[src/rtl/weight_update.sv]
// Parameter store for a small 2-3-2 network: holds 17 weights/biases and, on request,
// applies one gradient step per cycle through a single shared subtract/saturate datapath.
module weight_update #(
   parameter int ETA_SHIFT = 4
) (
   input  logic        clk,
   input  logic        res,
   input  logic        update_start,
   input  logic [15:0] cap_delta_w3_11,
   input  logic [15:0] cap_delta_w3_21,
   input  logic [15:0] cap_delta_w3_31,
   input  logic [15:0] cap_delta_w3_12,
   input  logic [15:0] cap_delta_w3_22,
   input  logic [15:0] cap_delta_w3_32,
   input  logic [15:0] cap_delta_w2_11,
   input  logic [15:0] cap_delta_w2_21,
   input  logic [15:0] cap_delta_w2_12,
   input  logic [15:0] cap_delta_w2_22,
   input  logic [15:0] cap_delta_w2_13,
   input  logic [15:0] cap_delta_w2_23,
   input  logic [15:0] cap_delta_b3_1,
   input  logic [15:0] cap_delta_b3_2,
   input  logic [15:0] cap_delta_b2_1,
   input  logic [15:0] cap_delta_b2_2,
   input  logic [15:0] cap_delta_b2_3,
   input  logic        load_en,
   input  logic [4:0]  load_addr,
   input  logic [15:0] load_data,
   output logic [15:0] w3_11,
   output logic [15:0] w3_21,
   output logic [15:0] w3_31,
   output logic [15:0] w3_12,
   output logic [15:0] w3_22,
   output logic [15:0] w3_32,
   output logic [15:0] w2_11,
   output logic [15:0] w2_21,
   output logic [15:0] w2_12,
   output logic [15:0] w2_22,
   output logic [15:0] w2_13,
   output logic [15:0] w2_23,
   output logic [15:0] b3_1,
   output logic [15:0] b3_2,
   output logic [15:0] b2_1,
   output logic [15:0] b2_2,
   output logic [15:0] b2_3,
   output logic        update_busy,
   output logic        update_done
);

   typedef enum logic [1:0] {IDLE, UPD, DONE} state_t;

   localparam logic [4:0] LAST_IDX = 5'd16;

   state_t             r_state, w_next;
   logic [4:0]         r_idx;
   logic               r_done;
   logic [15:0]        r_p    [17];
   logic [15:0]        r_snap [17];
   logic [15:0]        w_cap  [17];
   logic signed [15:0] w_cur, w_step;
   logic signed [16:0] w_diff;
   logic [15:0]        w_sat;

   assign w_cap[0]  = cap_delta_w3_11;
   assign w_cap[1]  = cap_delta_w3_21;
   assign w_cap[2]  = cap_delta_w3_31;
   assign w_cap[3]  = cap_delta_w3_12;
   assign w_cap[4]  = cap_delta_w3_22;
   assign w_cap[5]  = cap_delta_w3_32;
   assign w_cap[6]  = cap_delta_w2_11;
   assign w_cap[7]  = cap_delta_w2_21;
   assign w_cap[8]  = cap_delta_w2_12;
   assign w_cap[9]  = cap_delta_w2_22;
   assign w_cap[10] = cap_delta_w2_13;
   assign w_cap[11] = cap_delta_w2_23;
   assign w_cap[12] = cap_delta_b3_1;
   assign w_cap[13] = cap_delta_b3_2;
   assign w_cap[14] = cap_delta_b2_1;
   assign w_cap[15] = cap_delta_b2_2;
   assign w_cap[16] = cap_delta_b2_3;

   always_comb begin
      w_next = r_state;
      case (r_state)
         IDLE:    if (update_start) w_next = UPD;
         UPD:     if (r_idx == LAST_IDX) w_next = DONE;
         DONE:    w_next = IDLE;
         default: w_next = IDLE;
      endcase
   end

   // Shared datapath: 17-bit difference, overflow detected where the two top bits disagree
   always_comb begin
      w_cur  = $signed(r_p[r_idx]);
      w_step = $signed(r_snap[r_idx]) >>> ETA_SHIFT;
      w_diff = {w_cur[15], w_cur} - {w_step[15], w_step};
      if (w_diff[16] != w_diff[15])
         w_sat = w_diff[16] ? 16'h8000 : 16'h7FFF;
      else
         w_sat = w_diff[15:0];
   end

   always_ff @(posedge clk) begin
      if (res) begin
         r_state <= IDLE;
         r_idx   <= '0;
         r_done  <= 1'b0;
         for (int i = 0; i < 17; i++) begin
            r_p[i]    <= '0;
            r_snap[i] <= '0;
         end
      end else begin
         r_state <= w_next;
         r_done  <= (r_state == DONE);
         case (r_state)
            IDLE: begin
               // A start in the same cycle as a load takes precedence; the load is dropped
               if (update_start) begin
                  for (int i = 0; i < 17; i++) r_snap[i] <= w_cap[i];
                  r_idx <= '0;
               end else if (load_en && load_addr <= LAST_IDX) begin
                  r_p[load_addr] <= load_data;
               end
            end
            UPD: begin
               r_p[r_idx] <= w_sat;
               r_idx      <= r_idx + 5'd1;
            end
            default: ;
         endcase
      end
   end

   assign update_busy = (r_state == UPD);
   assign update_done = r_done;

   assign w3_11 = r_p[0];
   assign w3_21 = r_p[1];
   assign w3_31 = r_p[2];
   assign w3_12 = r_p[3];
   assign w3_22 = r_p[4];
   assign w3_32 = r_p[5];
   assign w2_11 = r_p[6];
   assign w2_21 = r_p[7];
   assign w2_12 = r_p[8];
   assign w2_22 = r_p[9];
   assign w2_13 = r_p[10];
   assign w2_23 = r_p[11];
   assign b3_1  = r_p[12];
   assign b3_2  = r_p[13];
   assign b2_1  = r_p[14];
   assign b2_2  = r_p[15];
   assign b2_3  = r_p[16];

endmodule

[config.mk]
export PLATFORM = sky130hd
export DESIGN_NAME = weight_update
export DESIGN_NICKNAME = d
export VERILOG_FILES = /design/src/rtl/weight_update.sv
export SDC_FILE = /design/constraint.sdc
export NUM_CORES = 1
export LEC_CHECK = 0
export BUFFER_PORTS_ARGS = -buffer_cell sky130_fd_sc_hd__buf_2
export CORE_MARGIN = 4
export CORE_UTILIZATION = 31
export CTS_CLUSTER_DIAMETER = 100
export CTS_CLUSTER_SIZE = 10
export DETAILED_ROUTE_END_ITERATION = 10
export PLACE_DENSITY = 0.54
export SLEW_MARGIN = 20
export SYNTH_ARGS = -nofsm -noshare
export SYNTH_HDL_FRONTEND = slang
export SYNTH_SLANG_ARGS = --single-unit
[constraint.sdc]
create_clock -name clk -period 12 [get_ports clk]
set_clock_uncertainty 0.15 [all_clocks]
set_input_delay 1.8 -clock clk [delete_from_list [all_inputs] [get_ports clk]]
set_output_delay 1.8 -clock clk [all_outputs]
set_load 0.1 [all_outputs]
==> results.py, run 1 <==
metrics = {
    "run_status": {
        "outcome": "finished, final reports clean",
    },
    "routing": {
        "ant_nets": 0,
        "firstDrtPassIters": 5,
        "drc_errors": 0,
        "vias": 19443,
        "drtIter0Drc": 2022,
        "viasPerCell": 5.15,
        "routed_wirelength_um": 106000,
        "wire_per_inst_um": 28.0,
    },
    "synth": {
        "syn-cell-area_sq_mm": 0.0319,
        "yosysUniqueCellTypes": 61,
        "synth_common_cells": "edfxtp_1 (716), nor2_1 (241), mux4_2 (220)",
        "synth-main-ff-cell": "edfxtp_1",
        "synth_edf_count": 716,
        "ys_top_cells_by_area": "edfxtp_1 (67%), mux4_2 (16%), and2_1 (4.1%)",
        "yosysMostFrequentCell": "edfxtp_1",
        "syn_inst": 1875,
        "ys_seq_elements": 729,
        "synth_fp_nets": 2191,
        "yosys_warnings": 0,
        "synth_top_area_share_pct": 67.5,
        "yosysSeqAreaShare_pct": 68.3,
        "synth_top_area_cell": "edfxtp_1",
        "synth-async-reset-ratio_pct": 0,
        "syn_avg_cell_area_sq_um": 17.0,
    },
    "clock_network": {
        "cts_tree": "built",
        "clockBufferDepth": 3,
        "htreeDepth": 3,
        "cts-resized-gates": 0,
        "post-cts-setup-buffer-count": 0,
        "hold_buffers": 0,
        "cts_root_buf": "clkbuf_16",
        "clk_pin_slew_ps": 60,
        "clk_latency_ps": 650,
        "clkSinkCount": 729,
        "cts_buffers": 83,
    },
    "final_layout": {
        "fin_nets": 2702,
        "fillers": 9630,
        "drive_gt1_share_pct": 38.9,
        "layout.cells.non_filler": 3775,
        "area_delta_synth_final_pct": 20.5,
    },
    "worst_hold_path": {
        "min-delay-path-class": "reg -> reg",
        "hold-path-cell-count": 2,
    },
    "grt": {
        "track_usage_pct": 19.1,
        "grt_pass1_vias": 19868,
        "antenna_found_initial": 20,
        "grt_first_pass_wirelength_um": 147000,
        "grt_overflow": 0,
        "grt_max_degree": 159,
    },
    "setup_path": {
        "path_max_fanout": 44,
        "cp_top_family": "multiplexers",
        "slowest_delay_ps": 990,
        "criticalPathCategory": "reg -> reg",
        "path_cells": "buf_4 -> mux4_2 -> mux4_2 -> mux2i_1 -> ha_1 -> a21o_1 -> a31o_2 -> a221o_1 -> or2_0 -> o311ai_2 -> a21oi_2 -> buf_4 -> nor2_1",
        "cp_data_required_time_ps": 12170,
        "crit_end": "r_p[31][11]",
        "cp_num_cells": 13,
        "ff2ff_setup_slack_ps": 4540,
        "end_kind": "flip-flop",
        "r2r-end": "r_p[31][11]",
        "critical_path_arrival_ps": 7640,
        "ff2ff_path_depth": 13,
        "crit_slowest_cell": "dfxtp_4",
        "cp-start-kind": "flip-flop",
        "critPathBufInv": 2,
    },
    "floorplan": {
        "dieArea_sq_mm": 0.108,
        "die_h_um": 329,
        "design.core.area_sq_mm": 0.102,
        "start_util_pct": 31.3,
        "rows": 117,
        "io_pins": 571,
        "die_w_um": 329,
    },
    "flow_run": {
        "drv_cap": 0,
    },
    "timing": {
        "hold_ws_ps": 437,
        "fin_crit_sh_pct": 62.2,
        "tightestPinTransition_ps": 1050,
        "max_freq_mhz": 134,
        "slew_viol_final": 0,
        "slew_headroom_pct": 30.3,
        "finalSetupViolCount": 0,
        "hold_viol_final": 0,
        "min_period_ps": 7460,
        "rsz0062_at_grt": "false",
        "setup_tns_ps": 0,
    },
    "power": {
        "leakagePower_nw": 14.1,
        "p_per_area_mw_per_mm2": 164,
        "max-vdd-ir-drop_uv": 117,
    },
    "place": {
        "dp_cells": 3667,
        "io_buffers": 502,
        "hpwl_um": 75000,
        "gp_congestion": 0.901,
    },
}
==> area by class of cell <==
type	count	area, sq um	share of cell area, %
Inverter	21	78.8	0.205
Clock buffer	91	2130	5.55
Sequential cell	729	21800	56.7
Timing Repair Buffer	557	2980	7.77
Multi-Input combinational cell	994	9570	24.9
Antenna cell	7	17.5	0.0456
Clock inverter	8	123	0.319
Tap cell	1368	1710	4.46
==> cell families after synthesis <==
logic type / Yosys count / synth area share (%)
AO/OA/AOI/OAI: 103 / 2.43
XOR/XNOR: 13 / 0.357
adder cells (fa/ha/maj): 19 / 0.770
buffers and inverters: 152 / 1.95
flip-flops: 729 / 68.3
multiplexers: 250 / 16.6
AND/OR/NAND/NOR: 609 / 9.63
==> registers in the layout, indices dropped and copies added (netlist names), named ones only <==
name	cells
update_done	1
r_snap	204
r_idx	5
r_state	2
r_p	512
==> worst min-delay path by stage <==
stage,from,to,slack [ps]
after global placement,r_idx[0],flip-flop,400
after floorplan,r_state[1],update_done,380
after detailed placement,r_idx[0],flip-flop,420
final,r_idx[0],flip-flop,440
after global routing,r_state[1],update_done,490
after CTS,r_idx[0],flip-flop,430
==> cell usage in the layout, fill, tap and decap left out, types with 12 or more instances in the layout <==
master	synthesis	layout
nand2b_1	23	23
and2_1	207	207
nand3_1	12	12
mux2_2	17	17
nor3_1	48	46
mux4_2	220	220
nor4_1	17	17
inv_1	21	21
ha_1	18	18
a21oi_1	29	29
buf_2	17	502
nand2_1	36	36
mux2i_1	13	13
clkbuf_16	0	84
edfxtp_1	716	716
buf_4	2	51
nor2_1	241	225
nor2_2	1	17
==> report_power, final <==
part	internal, mW	switching [mW]
clock network	1.25	0.976
registers	2.94	0.0610
logic	0.310	0.762
total	4.50	1.80
==> per-stage QoR <==
step / instance area [sq um] / utilization, % / power (mW) / setup WS [ps]
finish: 38400 / 37.7 / 6.30 / 4540
floorplan: 31900 / - / 3.78 / 4180
CTS: 38300 / 37.6 / 6.37 / 4120
global route: 38400 / 37.7 / 6.52 / 3880
detailed placement: 36000 / 35.4 / 4.13 / 4150
global placement: 36000 / 35.4 / 4.12 / 4350
==> worst min-delay path: stages (launching register included) <==
cell	delay, ps
dfxtp_1	360
nor2_1	120
nor3_1	60
==> layer usage <==
layer	up-vias	GRT usage, %	wire length (um)
met4	18	5.45	3140
met2	971	32.1	51200
li1	8276	-	-
met3	168	5.39	9910
met5	-	0	115
met1	10010	24.3	41200
No activity file was read; power rests on OpenSTA's default activity.
==> run 2, diff against run 1 <==
==> constraint.sdc (replaced) <==
create_clock -name clk -period 6.71 [get_ports clk]
set_clock_uncertainty 0.15 [all_clocks]
set_input_delay 1.0065 -clock clk [delete_from_list [all_inputs] [get_ports clk]]
set_output_delay 1.0065 -clock clk [all_outputs]
set_load 0.1 [all_outputs]
==> run 2 against run 1 <==
Against the previous run:
- largest power group unchanged
- die area unchanged
- total power grew 80%
- via count grew 1.2%
- wire length grew 0.99%
- fmax up 21%
- sequential share of layout area is 0.65 points lower
- sequential power up 78%
- combinational power grew 87%
- non-clock buffer count grew 38
- critical path depth increased by 2
- sequential cell count unchanged
==> results.py, run 2 (synthesis results as in run 1) <==
metrics = {
    "run_status": {
        "outcome": "finished, final reports clean",
    },
    "floorplan": {
        "dieArea_sq_mm": 0.108,
        "die_h_um": 329,
        "rows": 117,
        "start_util_pct": 31.3,
        "io_pins": 571,
        "design.core.area_sq_mm": 0.102,
        "die_w_um": 329,
    },
    "power": {
        "clkPwrFrac_pct": 35.4,
        "pwr-share-seq_pct": 47.0,
        "p_int_mw": 8.13,
        "leakagePower_nw": 14.3,
        "swShare_pct": 28.5,
        "max-vdd-ir-drop_uv": 164,
        "combPwrFrac_pct": 17.6,
        "switching_power_mw": 3.24,
        "p_per_area_mw_per_mm2": 293,
    },
    "clock_network": {
        "cts-resized-gates": 0,
        "hold_buffers": 0,
        "htreeDepth": 3,
        "cts_tree": "built",
        "clk_latency_ps": 650,
        "cts_root_buf": "clkbuf_16",
        "post-cts-setup-buffer-count": 0,
        "clk_pin_slew_ps": 60,
        "clockBufferDepth": 3,
        "clkSinkCount": 729,
        "cts_buffers": 83,
    },
    "setup_path": {
        "cp-start-kind": "flip-flop",
        "path_max_fanout": 32,
        "end_kind": "flip-flop",
        "critical_path_arrival_ps": 6280,
        "cp_data_required_time_ps": 6800,
        "criticalPathCategory": "reg -> reg",
    },
    "timing": {
        "tightestPinTransition_ps": 1120,
        "slew_headroom_pct": 25.2,
        "min_period_ps": 6190,
        "setup_tns_ps": 0,
        "finalSetupViolCount": 0,
        "slew_viol_final": 0,
        "fin_crit_sh_pct": 92.2,
        "hold_viol_final": 0,
        "setup_ws_ps": 523,
        "max_freq_mhz": 162,
        "rsz0062_at_grt": "false",
    },
    "worst_hold_path": {
        "min-delay-path-class": "reg -> reg",
        "min_from": "r_idx[0]",
    },
    "place": {
        "dpl_worst_slack_ps": 561,
        "gp_congestion": 0.962,
        "hpwl_um": 77200,
        "dp_cells": 3706,
        "io_buffers": 502,
    },
    "grt": {
        "grt_overflow": 0,
        "grt_max_degree": 205,
        "grt_pass1_vias": 20119,
        "track_usage_pct": 19.3,
        "antenna_found_initial": 22,
        "grt_first_pass_wirelength_um": 149000,
    },
    "flow_run": {
        "drv_cap": 0,
    },
    "final_layout": {
        "reg.largest.list": "r_p: 512 flops, r_snap: 204 flops, r_idx: 5 flops",
        "fin_nets": 2740,
        "mostFrequentLayoutCell": "edfxtp_1",
        "final_cell_mix": "edfxtp_1 (716), buf_2 (502), nor2_1 (224)",
        "layout.cells.non_filler": 3817,
        "drive_gt1_share_pct": 39.9,
        "area_delta_synth_final_pct": 21.9,
        "largest_register": "r_p",
        "largest_reg_flops": 512,
    },
    "routing": {
        "ant_nets": 0,
        "firstDrtPassIters": 5,
        "vias": 19668,
        "routed_wirelength_um": 107000,
        "drtIter0Drc": 2060,
        "viasPerCell": 5.15,
        "wire_per_inst_um": 27.9,
        "drc_errors": 0,
    },
}
run 2: cell types whose count changed in the layout (fill, tap and decap cells not counted), sizes merged:
cell	change
clkbuf	+4
bufinv	+1
clkinv	-2
inv	+1
buf	+38
run 2: layout make-up:
cell class	instances	area, sq um
antenna	7	17.5
clock inverter	8	144
inverter	21	78.8
timing repair buffer	595	3410
tap	1368	1710
multi-input combinational	994	9560
clock buffer	95	2130
fill	9574	63100
sequential	729	21800
run 2: power groups by stage:
| stage | sequential [mW] | clock [mW] | combinational, mW |
|---|---|---|---|
| after floorplan | 5.88 | 0 | 0.877 |
| after global placement | 5.43 | 0 | 1.99 |
| final | 5.35 | 4.02 | 2.00 |
| after global routing | 5.36 | 4.29 | 2.11 |
| after detailed placement | 5.44 | 0 | 2.02 |
| after CTS | 5.35 | 4.11 | 2.02 |
run 2: metal layers:
layer | vias up | global-route usage [%] | wire length (um)
met1 | 10169 | 25.0 | 42200
met4 | 12 | 5.65 | 3310
met2 | 968 | 32.3 | 51900
met5 | - | 0 | 75
met3 | 156 | 4.75 | 9040
li1 | 8363 | - | -
run 2: final timing paths:
path | to | slack (ps) | cells past startpoint
worst max-delay path | r_p[22][8] | 520 | 15
worst min-delay path | flip-flop | 420 | 2
worst max register to register | r_p[22][8] | 520 | 15
worst min register to register | flip-flop | 420 | 2
run 2: critical path, cell delays in order (launching register included):
cell      delay (ps)
dfxtp_4          380
buf_12           240
buf_12           330
mux4_2           620
mux4_2           500
mux2i_1          360
ha_1             240
inv_1             60
fa_1             480
a211oi_1         340
o21ai_0          350
nand3_1          180
nand2_1           80
xor2_1           180
o32ai_2          750
inv_1            430
run 2: stage by stage:
| stage | instance area [sq um] | hold WS (ps) | util (%) | power, mW |
|---|---|---|---|---|
| after floorplan | 31900 | 375 | - | 6.76 |
| after global placement | 36500 | 427 | 35.8 | 7.42 |
| after detailed placement | 36500 | 418 | 35.8 | 7.46 |
| after CTS | 38800 | 427 | 38.1 | 11.5 |
| after global routing | 38800 | 457 | 38.1 | 11.8 |
| final | 38800 | 421 | 38.1 | 11.4 |
==> run 3, diff against run 2 <==
--- a/config.mk
+++ b/config.mk
@@ -5,6 +5,7 @@
 export SDC_FILE = /design/constraint.sdc
 export NUM_CORES = 1
 export LEC_CHECK = 0
+export ABC_AREA = 1
 export BUFFER_PORTS_ARGS = -buffer_cell sky130_fd_sc_hd__buf_2
 export CORE_MARGIN = 4
 export CORE_UTILIZATION = 31
==> run 3 against run 2 <==
Against the previous run:
- worst setup slack improved by 570 ps
- critical endpoint is now r_p[13][13]
- wire length increased by 19%
- die area increased by 4.5%
- fmax increased by 10%
- largest power group unchanged
- combinational power increased by 18%
- highest routed layer is now met4
- first-iteration DRC count increased by 32%
- design area increased by 1.8%
- critical path depth increased by 9
- clock-buffer cell count increased by 10
- synthesized area increased by 4.6%
- final cell count increased by 30%
==> results.py, run 3 <==
metrics = {
    "grt": {
        "grt-busiest-layer": "met2",
        "grt_first_pass_wirelength_um": 177000,
        "antenna_found_initial": 3,
        "grtUsageMet1_pct": 29.3,
        "gr-usage-met3_pct": 4.00,
        "met2_usage_pct": 34.3,
        "grt_pass1_vias": 25041,
        "track_usage_pct": 21.7,
        "grt_max_degree": 197,
        "grt_overflow": 0,
    },
    "synth": {
        "synth_fp_nets": 3395,
        "yosysSeqAreaShare_pct": 65.3,
        "synth-main-ff-cell": "edfxtp_1",
        "synth-async-reset-ratio_pct": 0,
        "synth_edf_count": 716,
        "ys_seq_elements": 729,
        "yosys_warnings": 0,
        "syn-cell-area_sq_mm": 0.0333,
        "syn_inst": 3079,
        "yosysUniqueCellTypes": 46,
        "ys_top_cells_by_area": "edfxtp_1 (65%), nor2_1 (9.0%), o21ai_0 (5.9%)",
        "synth_top_area_share_pct": 64.5,
        "synth_top_area_cell": "edfxtp_1",
        "synth_common_cells": "nor2_1 (802), edfxtp_1 (716), o21ai_0 (396)",
        "syn_avg_cell_area_sq_um": 10.8,
        "yosysMostFrequentCell": "nor2_1",
    },
    "setup_path": {
        "slowest_delay_ps": 660,
        "cp_data_required_time_ps": 6930,
        "critPathBufInv": 4,
        "path_cells": "inv_4 -> buf_4 -> o21ai_0 -> o22ai_1 -> nor2_1 -> o21ai_0 -> nor2_1 -> a21oi_1 -> ha_1 -> nand2_1 -> nand2_1 -> nand2_1 -> nand2_1 -> a21oi_1 -> nand2_1 -> nand2_1 -> nand2_1 -> nand2_1 -> nand2_2 -> inv_2 -> nand2_1 -> nand2_2 -> buf_4 -> nor2_1",
        "critical_path_arrival_ps": 5840,
        "cp_top_family": "buffers and inverters",
        "end_kind": "flip-flop",
        "path_max_fanout": 53,
        "path_common_cell": "nand2_1",
        "cp-start-kind": "flip-flop",
        "criticalPathCategory": "reg -> reg",
        "crit_slowest_cell": "inv_4",
    },
    "timing": {
        "tightestPinTransition_ps": 1200,
        "slew_headroom_pct": 19.8,
        "rsz0062_at_grt": "false",
        "max_freq_mhz": 178,
        "fin_crit_sh_pct": 83.7,
        "slew_viol_final": 0,
        "hold_viol_final": 0,
        "setup_tns_ps": 0,
        "hold_ws_ps": 302,
        "finalSetupViolCount": 0,
        "setup_ws_ps": 1090,
        "min_period_ps": 5620,
    },
    "final_layout": {
        "largest_register": "r_p",
        "multi_input_area_sq_mm": 0.00948,
        "fin_nets": 3849,
        "drive_gt1_share_pct": 23.8,
        "reg.largest.list": "r_p: 512 flops, r_snap: 204 flops, r_idx: 5 flops",
        "fillers": 10716,
        "final_cell_mix": "nor2_1 (802), edfxtp_1 (716), buf_2 (502)",
        "area_delta_synth_final_pct": 18.6,
        "mostFrequentLayoutCell": "nor2_1",
        "largest_reg_flops": 512,
        "final-seq-area_sq_mm": 0.0218,
        "antenna_cells": 0,
    },
    "clock_network": {
        "clockBufferDepth": 3,
        "cts_tree": "built",
        "clk_pin_slew_ps": 60,
        "hold_buffers": 0,
        "cts_root_buf": "clkbuf_16",
        "cts-resized-gates": 0,
        "post-cts-setup-buffer-count": 0,
        "cts_buffers": 82,
        "clk_latency_ps": 660,
        "clkSinkCount": 729,
        "htreeDepth": 3,
    },
    "power": {
        "pwr-share-seq_pct": 45.7,
        "p_per_area_mw_per_mm2": 296,
        "leakagePower_nw": 16.1,
        "switching_power_mw": 3.72,
        "swShare_pct": 31.7,
        "p_int_mw": 8.00,
        "max-vdd-ir-drop_uv": 162,
        "combPwrFrac_pct": 20.0,
        "clkPwrFrac_pct": 34.3,
    },
    "floorplan": {
        "start_util_pct": 31.2,
        "io_pins": 571,
        "design.core.area_sq_mm": 0.107,
        "dieArea_sq_mm": 0.113,
        "die_h_um": 336,
        "die_w_um": 336,
        "rows": 120,
    },
    "flow_run": {
        "drv_cap": 0,
    },
    "routing": {
        "drtIter0Drc": 2719,
        "routed_wirelength_um": 127000,
        "ant_nets": 0,
        "viasPerCell": 5.23,
        "drc_errors": 0,
        "vias": 25952,
        "firstDrtPassIters": 6,
        "wire_per_inst_um": 25.6,
    },
    "place": {
        "io_buffers": 502,
        "hpwl_um": 85600,
        "gp_congestion": 0.880,
        "dpl_worst_slack_ps": 1160,
    },
    "worst_hold_path": {
        "min-delay-path-class": "reg -> reg",
    },
    "run_status": {
        "outcome": "finished, final reports clean",
    },
}
-- run 3: cell count changes in the layout (fill, tap and decap cells not counted), moves of 82 or more --
cell,before,now
and2_1,207,1
nor2_1,224,802
inv_1,21,265
o221ai_1,0,134
o21ai_0,9,396
nand2_1,36,118
mux4_2,220,0
-- run 3: cell type report --
| class | count | area share [%] |
|---|---|---|
| Multi-Input combinational cell | 1862 | 24.0 |
| Sequential cell | 729 | 55.1 |
| Inverter | 275 | 2.65 |
| Timing Repair Buffer | 583 | 8.27 |
| Clock inverter | 6 | 0.180 |
| Tap cell | 1403 | 4.44 |
| Clock buffer | 105 | 5.41 |
-- run 3: final timing paths --
check | from | end | slack (ps) | cells after the start
max | flip-flop | r_p[13][13] | 1090 | 24
min | r_state[0] | update_done | 300 | 1
max reg2reg | flip-flop | r_p[13][13] | 1090 | 24
min reg2reg | r_state[0] | update_done | 300 | 1
-- run 3: cell families after synthesis --
kind of cell             count (synthesis)  share of synthesized area (%)
flip-flops                             729                           65.3
AND/OR/NAND/NOR                       1162                           15.3
AO/OA/AOI/OAI                          670                           12.0
XOR/XNOR                                11                          0.289
adder cells (fa/ha/maj)                 19                          0.736
buffers and inverters                  488                           6.35
-- run 3: worst reg2reg max path, cell delays in order (launching register included) --
cell and delay, ps:
dfxtp_4 490, inv_4 690, buf_4 470, o21ai_0 150, o22ai_1 250, nor2_1 70, o21ai_0 520, nor2_1 140
a21oi_1 220, ha_1 330, nand2_1 100, nand2_1 70, nand2_1 60, nand2_1 70, a21oi_1 230, nand2_1 110
nand2_1 60, nand2_1 50, nand2_1 100, nand2_2 80, inv_2 300, nand2_1 120, nand2_2 100, buf_4 310
nor2_1 110
-- run 3: metal layers --
layer | up-vias | routed length (um)
li1 | 11571 | -
met1 | 12945 | 52800
met2 | 1190 | 58300
met3 | 246 | 10000
met4 | 0 | 5800
met5 | - | 0
-- run 3: power groups by stage --
| stage | clock (mW) | sequential, mW | combinational [mW] |
|---|---|---|---|
| floorplan | 0 | 5.91 | 1.11 |
| global placement | 0 | 5.45 | 2.32 |
| detailed placement | 0 | 5.45 | 2.33 |
| CTS | 4.08 | 5.36 | 2.34 |
| global route | 4.25 | 5.37 | 2.51 |
| finish | 4.01 | 5.36 | 2.35 |
-- run 3: per-stage QoR --
stage | power [mW] | util (%) | cell area [sq um] | std cells
floorplan | 7.02 | - | 33300 | 3079
global placement | 7.77 | 34.9 | 37300 | 4852
detailed placement | 7.78 | 34.9 | 37300 | 4852
CTS | 11.8 | 37.0 | 39500 | 4963
global route | 12.1 | 37.0 | 39500 | 4963
finish | 11.7 | 37.0 | 39500 | 4963
